===== src/rtl/alu_arb_pkg.sv =====
// alu_arb_pkg: shared types and constants for the ALU arbiter
// Contents: FSM state enum, ALU function-select codes, default data width,
// stats counter width and the wait-counter load helper.
package alu_arb_pkg;
   localparam int DATA_W_DEF = 8;
   localparam int STAT_W = 16;
   localparam logic [1:0] ALU_OP_ADD = 2'b00;
   localparam logic [1:0] ALU_OP_AND = 2'b01;
   localparam logic [1:0] ALU_OP_OR  = 2'b10;
   localparam logic [1:0] ALU_OP_XOR = 2'b11;
   typedef enum logic [1:0] {IDLE, WAIT, RESP} state_t;
   // The counter counts down to zero, so a latency of N loads N-1.
   function automatic logic [3:0] lat_load(input int lat);
      return 4'(lat - 1);
   endfunction
endpackage


===== src/rtl/rr_arb2.sv =====
// rr_arb2: two-way round-robin grant
// Ports: v0/v1 request valids, pri (1 = requester 1 holds priority),
// gnt one-hot grant (bit N for requester N). A lone valid wins regardless of pri.
module rr_arb2 (
   input  logic       v0,
   input  logic       v1,
   input  logic       pri,
   output logic [1:0] gnt
);
   assign gnt[0] = v0 & (~v1 | ~pri);
   assign gnt[1] = v1 & (~v0 | pri);
endmodule


===== src/rtl/alu_arbiter.sv =====
// alu_arbiter: shares one ALU between two valid/ready requesters, round-robin
// Ports: clk, resetb (async, active low); req0_*/req1_* requester handshake
// and operands; R/S/CI/ALB_MI drive the ALU, F/CO come back after ALU_LAT
// cycles; rsp_* presents the captured result tagged with the requester id.
// Optional: define ALU_ARB_STATS_EN to add saturating per-requester accept
// counters grant_cnt0/grant_cnt1.
module alu_arbiter
   import alu_arb_pkg::*;
#(
   parameter int DATA_W  = DATA_W_DEF,
   parameter int ALU_LAT = 1
) (
   input  logic              clk,
   input  logic              resetb,
   input  logic              req0_valid,
   output logic              req0_ready,
   input  logic [DATA_W-1:0] req0_r,
   input  logic [DATA_W-1:0] req0_s,
   input  logic              req0_ci,
   input  logic [1:0]        req0_op,
   input  logic              req1_valid,
   output logic              req1_ready,
   input  logic [DATA_W-1:0] req1_r,
   input  logic [DATA_W-1:0] req1_s,
   input  logic              req1_ci,
   input  logic [1:0]        req1_op,
   output logic [DATA_W-1:0] R,
   output logic [DATA_W-1:0] S,
   output logic              CI,
   output logic [1:0]        ALB_MI,
   input  logic [DATA_W-1:0] F,
   input  logic              CO,
   output logic              rsp_valid,
   input  logic              rsp_ready,
   output logic              rsp_id,
   output logic [DATA_W-1:0] rsp_f,
   output logic              rsp_co
`ifdef ALU_ARB_STATS_EN
   ,
   output logic [STAT_W-1:0] grant_cnt0,
   output logic [STAT_W-1:0] grant_cnt1
`endif
);
   state_t     state, nxt;
   logic       pri;
   logic [3:0] cnt;
   logic [1:0] gnt;
   logic       acc;

   rr_arb2 u_arb (
      .v0  (req0_valid),
      .v1  (req1_valid),
      .pri (pri),
      .gnt (gnt)
   );

   // Readies are gated by resetb so they stay low while reset is held.
   assign req0_ready = resetb & (state == IDLE) & gnt[0];
   assign req1_ready = resetb & (state == IDLE) & gnt[1];
   assign acc        = req0_ready | req1_ready;
   assign rsp_valid  = state == RESP;

   always_comb begin
      nxt = state;
      nxt = state == IDLE ? (acc ? WAIT : IDLE) :
            state == WAIT ? (cnt == '0 ? RESP : WAIT) :
                            (rsp_ready ? IDLE : RESP);
   end

   always_ff @(posedge clk or negedge resetb)
      if (!resetb) state <= IDLE;
      else state <= nxt;

   always_ff @(posedge clk or negedge resetb) begin
      if (!resetb) begin
         pri    <= 1'b0;
         cnt    <= '0;
         R      <= '0;
         S      <= '0;
         CI     <= 1'b0;
         ALB_MI <= 2'b00;
         rsp_id <= 1'b0;
         rsp_f  <= '0;
         rsp_co <= 1'b0;
      end else begin
         if (acc) begin
            R      <= req1_ready ? req1_r  : req0_r;
            S      <= req1_ready ? req1_s  : req0_s;
            CI     <= req1_ready ? req1_ci : req0_ci;
            ALB_MI <= req1_ready ? req1_op : req0_op;
            rsp_id <= req1_ready;
            cnt    <= lat_load(ALU_LAT);
         end else if (state == WAIT) begin
            if (cnt == '0) begin
               rsp_f  <= F;
               rsp_co <= CO;
            end else cnt <= cnt - 4'd1;
         end
         // Hand priority to the requester that was not just served.
         if (state == RESP && rsp_ready) pri <= ~rsp_id;
      end
   end

`ifdef ALU_ARB_STATS_EN
   always_ff @(posedge clk or negedge resetb) begin
      if (!resetb) begin
         grant_cnt0 <= '0;
         grant_cnt1 <= '0;
      end else begin
         if (req0_ready && grant_cnt0 != '1) grant_cnt0 <= grant_cnt0 + STAT_W'(1);
         if (req1_ready && grant_cnt1 != '1) grant_cnt1 <= grant_cnt1 + STAT_W'(1);
      end
   end
`endif
endmodule

===== config.mk =====
export PLATFORM = sky130hd
export DESIGN_NAME = alu_arbiter
export DESIGN_NICKNAME = d
export VERILOG_FILES = /design/src/rtl/alu_arb_pkg.sv /design/src/rtl/rr_arb2.sv /design/src/rtl/alu_arbiter.sv
export SDC_FILE = /design/constraint.sdc
export NUM_CORES = 1
export LEC_CHECK = 0
export CAP_MARGIN = 20
export CORE_ASPECT_RATIO = 1.75
export CORE_MARGIN = 2
export CORE_UTILIZATION = 40
export CTS_CLUSTER_DIAMETER = 50
export DETAILED_ROUTE_END_ITERATION = 10
export PLACE_DENSITY = 0.79
export SYNTH_ARGS = -nofsm -noshare
export SYNTH_HDL_FRONTEND = slang
export SYNTH_HIERARCHICAL = 1
export SYNTH_SLANG_ARGS = --single-unit

===== constraint.sdc =====
create_clock -name clk -period 1.9 [get_ports clk]
set_input_delay 0.285 -clock clk [delete_from_list [all_inputs] [get_ports clk]]
set_output_delay 0.285 -clock clk [all_outputs]
set_load 0.05 [all_outputs]

Word level (Yosys, flattened, before mapping)
Cells that the tools add are included.
{"block": "totals", "output_inout_bits": 32, "regBits": 36, "inputBits": 52}
{"block": "classes", "n_addsub": 1, "bitwise_logic": 13, "reduce_logical": 6, "n_eq_ne": 3, "mux": 12}
{"operator": "$mux W8", "n": 2}
{"operator": "$mux W4", "n": 3}
{"operator": "$mux W2", "n": 5}
{"operator": "$and A1 B1 Y1", "n": 5}
{"operator": "$not A1 Y1", "n": 5}
{"operator": "$logic_not A4 Y1", "n": 1}
{"operator": "$sub A4 B1 Y4 const B", "n": 1}
{"operator": "$or A1 B1 Y1", "n": 3}
{"operator": "$reduce_and A3 Y1", "n": 1}
{"operator": "$eq A2 B1 Y1 const B", "n": 1}
{"operator": "$eq A2 B2 Y1 const B", "n": 1}
{"operator": "$logic_not A2 Y1", "n": 1}
{"operator": "$mux W1", "n": 2}
{"operator": "$ne A2 B2 Y1 const B", "n": 1}
{"operator": "$reduce_and A2 Y1", "n": 1}
{"operator": "$reduce_bool A2 Y1", "n": 1}
{"operator": "$logic_and A1 B1 Y1", "n": 1}

Longest topological paths before layout
{"block": "logic_depth", "ltp_word": 7, "mapped_depth": 7, "mapped_depth_nobuf": 5}

Hierarchy
The synthesis kept the hierarchy.
{"module": "alu_arbiter", "n_inst": 1, "cells_per_inst": 131, "area_each_um2": 1671.6}
{"module": "rr_arb2", "n_inst": 1, "cells_per_inst": 3, "area_each_um2": 18.8}

Worst setup path before layout
No wires, ideal clock.
{"block": "synth_path", "path_type": "register to register", "from": "register state[0]", "to": "register pri", "setup_slack_ps": 318, "synth_period_minus_slack_ps": 1582, "arrival_ps": 1434, "required_time_ps": 1752, "path_buffers": 0, "path_stages_with_launch": 4, "path_cell_list": "dfrtp_1 > nor2b_1 > nand2_1 > mux2i_1"}
{"block": "synth_between", "elab_chain_len": 2}
{"item": "from (decl)", "line_no": "alu_arbiter.sv:44", "text": "state_t state, nxt;"}
{"item": "from (signal assigned)", "line_no": "alu_arbiter.sv:72", "text": "else state <= nxt;"}
{"item": "$eq A2 B2 Y1"}
{"item": "net rsp_valid", "line_no": "alu_arbiter.sv:33", "text": "output logic rsp_valid,"}
{"item": "$logic_and A1 B1 Y1", "line_no": "alu_arbiter.sv:100", "text": "if (state == RESP && rsp_ready) pri <= ~rsp_id;"}
{"item": "to (signal assigned)", "line_no": "alu_arbiter.sv:100"}
{"item": "to (decl)", "line_no": "alu_arbiter.sv:45", "text": "logic pri;"}
The timed path passes the listed nets, and every way through them passes these cells.
A chain may end at the register's enable or synchronous reset.

Worst setup path in the final report
{"block": "layout_path", "from": "register S[6]", "to": "output S[6]"}
{"item": "from (decl)", "line_no": "alu_arbiter.sv:28", "text": "output logic [DATA_W-1:0] S,"}
{"item": "from (signal assigned)", "line_no": "alu_arbiter.sv:88", "text": "S <= req1_ready ? req1_s : req0_s;"}
No word-level cell between the ends.

==> out/qor.txt <==
Max stage delay on crit path: 0.82 ns
Setup Viol. Count Final: 0
Min Tclk post-route: 1.803 ns
Root Driver: clkbuf_8
R2R cell count: 2
DRC: 0
Multi-input logic area: 714.4 um2
Full die area: 4782 um2
Synth Register Bits: 36
R2r setup slk: 0.18 ns
Status: complete, no violations
CTS tree: done
Worst setup SP type: flip-flop
Clk slew on worst S/H paths: 0.08 ns
Crit share post-route: 94.91%
Post-synth top cells: dfrtp_1 (36), a221o_1 (19), a32o_1 (19)
Drt total wl: 4.893 mm
Rows: 31
Peak supply drop: 1240 uV
Largest delay share family, worst path: buffers and inverters
Final Hold Vio Count: 0
Least-Margin Pin Slew: 0.7059 ns
Post-DP HPWL: 3.691 mm
CP Cell Sequence: clkdlybuf4s50_1
Final Cell Area: 2826 um2
YS warnings: 6
Initial antenna violation count: 0
CP Buf/Inv Count: 1
RR Endpoint: S[6]
Pwr Total: 5.623 mW
Slew margin rel.: 52.94%
Port Buffers: 83
FMAX: 554.5 MHz
Clk_lat worst skew: 0.29 ns
Num ports: 84
Wirelength per Cell: 17.73 um
Post-synth top area share: 53.29%
Fin nets: 280
Slowest library cell on the worst path: clkdlybuf4s50_1
Skew final: 0.007457 ns
CTS Buffer Depth: 2
Antenna Cells: 0
Die H: 90.00 um
Top_reg_cell synth: dfrtp_1
Register area: 900.9 um2
First drt pass iteration count: 4
Synth async-reset ratio: 100.0%
Die X: 53.14 um
Final-report max-slew violation count: 0
Net Count, Synth: 188
DR vias/cell: 5.833
Hold Slack: 0.008599 ns
Worst setup EP type: primary output
Largest net degree at the start of global routing: 28
Crit path max fanout: 3
GRT overflow: 0
Vias after detailed routing: 1,610
Placer Congestion: 0.7715
Yosys cell types: 26
Worst hold-check path type: in -> async
Arrival time at the worst endpoint: 1.52 ns
P&R area growth vs syn: 67.21%
Setup repair after global routing missed its margin: false
Leakage: 1.163 nW
CP Data Required Time: 1.62 ns
Initial Util: 41.11%
First-pass GRT wire length: 7.790 mm
Initial DRC count: 24
Final core utilization: 68.75%
Share of cells above drive strength 1: 15.42%
Core Region: 4111 um2
Placement Cell Area: 2639 um2
CTS Buf Count: 5
Max-cap violation count: 0
Clock sinks: 36
Worst r2r src: state[0]
Overall Global Routing Usage: 22.16%
Cells after Synth: 134
Fillers: 341
H-Tree Level Count: 2
Routed Antenna Nets: 0
Most common cell in the netlist: dfrtp_1
Cell taking the most area after synthesis: dfrtp_1
Syn Area/Cell: 12.61 um2
Sequential fraction of the synthesis area: 53.29%
Vias in the first global route: 1,822
Mapped cell area: 1690 um2
CP Launch Point: S[6]
Crit Path Category: reg -> out
EDFF count, synth: 0
Top cells by area, synth: dfrtp_1 (53%), a221o_1 (11%), a32o_1 (11%), mux2_2 (6.0%), buf_2 (2.1%)
Pwr dens: 1989 nW/um2
## cell families (layout without fill, tap and decap cells)
family          count (synthesis)  in the layout  share of synthesized area, %
buf+inv                        17            110                         4.737
compound gates                 51             51                         26.87
flops                          36             36                         53.29
simple gates                   18             18                         7.033
fa+ha+maj                       2              2                         1.480
mux                            10             10                         6.588
## sequential cells by signal (all words and copies together), names as in the netlist, 2 cells and up
name    flops
S           8
state       2
ALB_MI      2
R           8
cnt         4
rsp_f       8
## what timing repair did
item / CTS / global route
endpoints found under the hold margin: 9 / 0
hold buffers: 1 / 0
setup buffers: 0 / 2
setup endpoints to repair: 0 / 1
gates resized for setup: 0 / 1
## cell usage in the layout, fill, tap and decap left out, types with 4 or more instances in the layout
master,netlist,layout
a21oi_1,4,4
a221o_1,19,19
a32o_1,19,19
buf_12,0,4
buf_4,0,9
clkbuf_8,0,5
clkdlybuf4s50_1,0,79
dfrtp_1,36,36
inv_1,7,7
mux2_2,9,9
o21ai_0,5,5
## report_power, final
| part | total, mW | internal (mW) | switching (mW) | leakage [nW] |
|---|---|---|---|---|
| clock network | 0.936 | 0.657 | 0.280 | 0.0784 |
| registers | 1.47 | 1.15 | 0.317 | 0.419 |
| logic | 3.22 | 1.32 | 1.90 | 0.665 |
## metrics by stage
stage / setup WS (ns) / cells / TNS, ns
floorplan: 0.3182 / 134 / 0
global placement: 0.03294 / 265 / 0
detailed placement: -0.06691 / 265 / -0.9157
CTS: 0.02570 / 274 / 0
global route: 0.03128 / 276 / 0
finish: 0.09662 / 276 / 0
## per-layer routing
| layer | wire length (um) | part of all wire [%] | vias to the layer above | track usage (%) |
|---|---|---|---|---|
| li1 | - | - | 724 | - |
| met1 | 1701 | 35 | 771 | 21.94 |
| met2 | 2649 | 54 | 100 | 39.17 |
| met3 | 374 | 7.6 | 15 | 6.645 |
| met4 | 166 | 3.4 | 0 | 11.32 |
| met5 | 0 | 0 | - | 0 |
## area by class of cell
cell class | instances | share of cell area (%)
repair buffers | 95 | 34.13
flip-flops and latches | 36 | 31.87
multi-input cells | 81 | 25.28
clock inverters | 3 | 3.187
clock buffers | 5 | 2.435
well taps | 49 | 2.169
inverters | 7 | 0.9296
## worst max-delay path by stage
stage	to	slack (ns)	cells after the start
2_1_floorplan	pri	0.32	3
3_5_place_dp	S[4]	-0.07	6
3_3_place_gp	R[4]	0.03	6
4_1_cts	req0_ready	0.03	5
5_1_grt	req1_ready	0.03	3
6_report	S[6]	0.1	1
(Power assumes the default switching activity.)
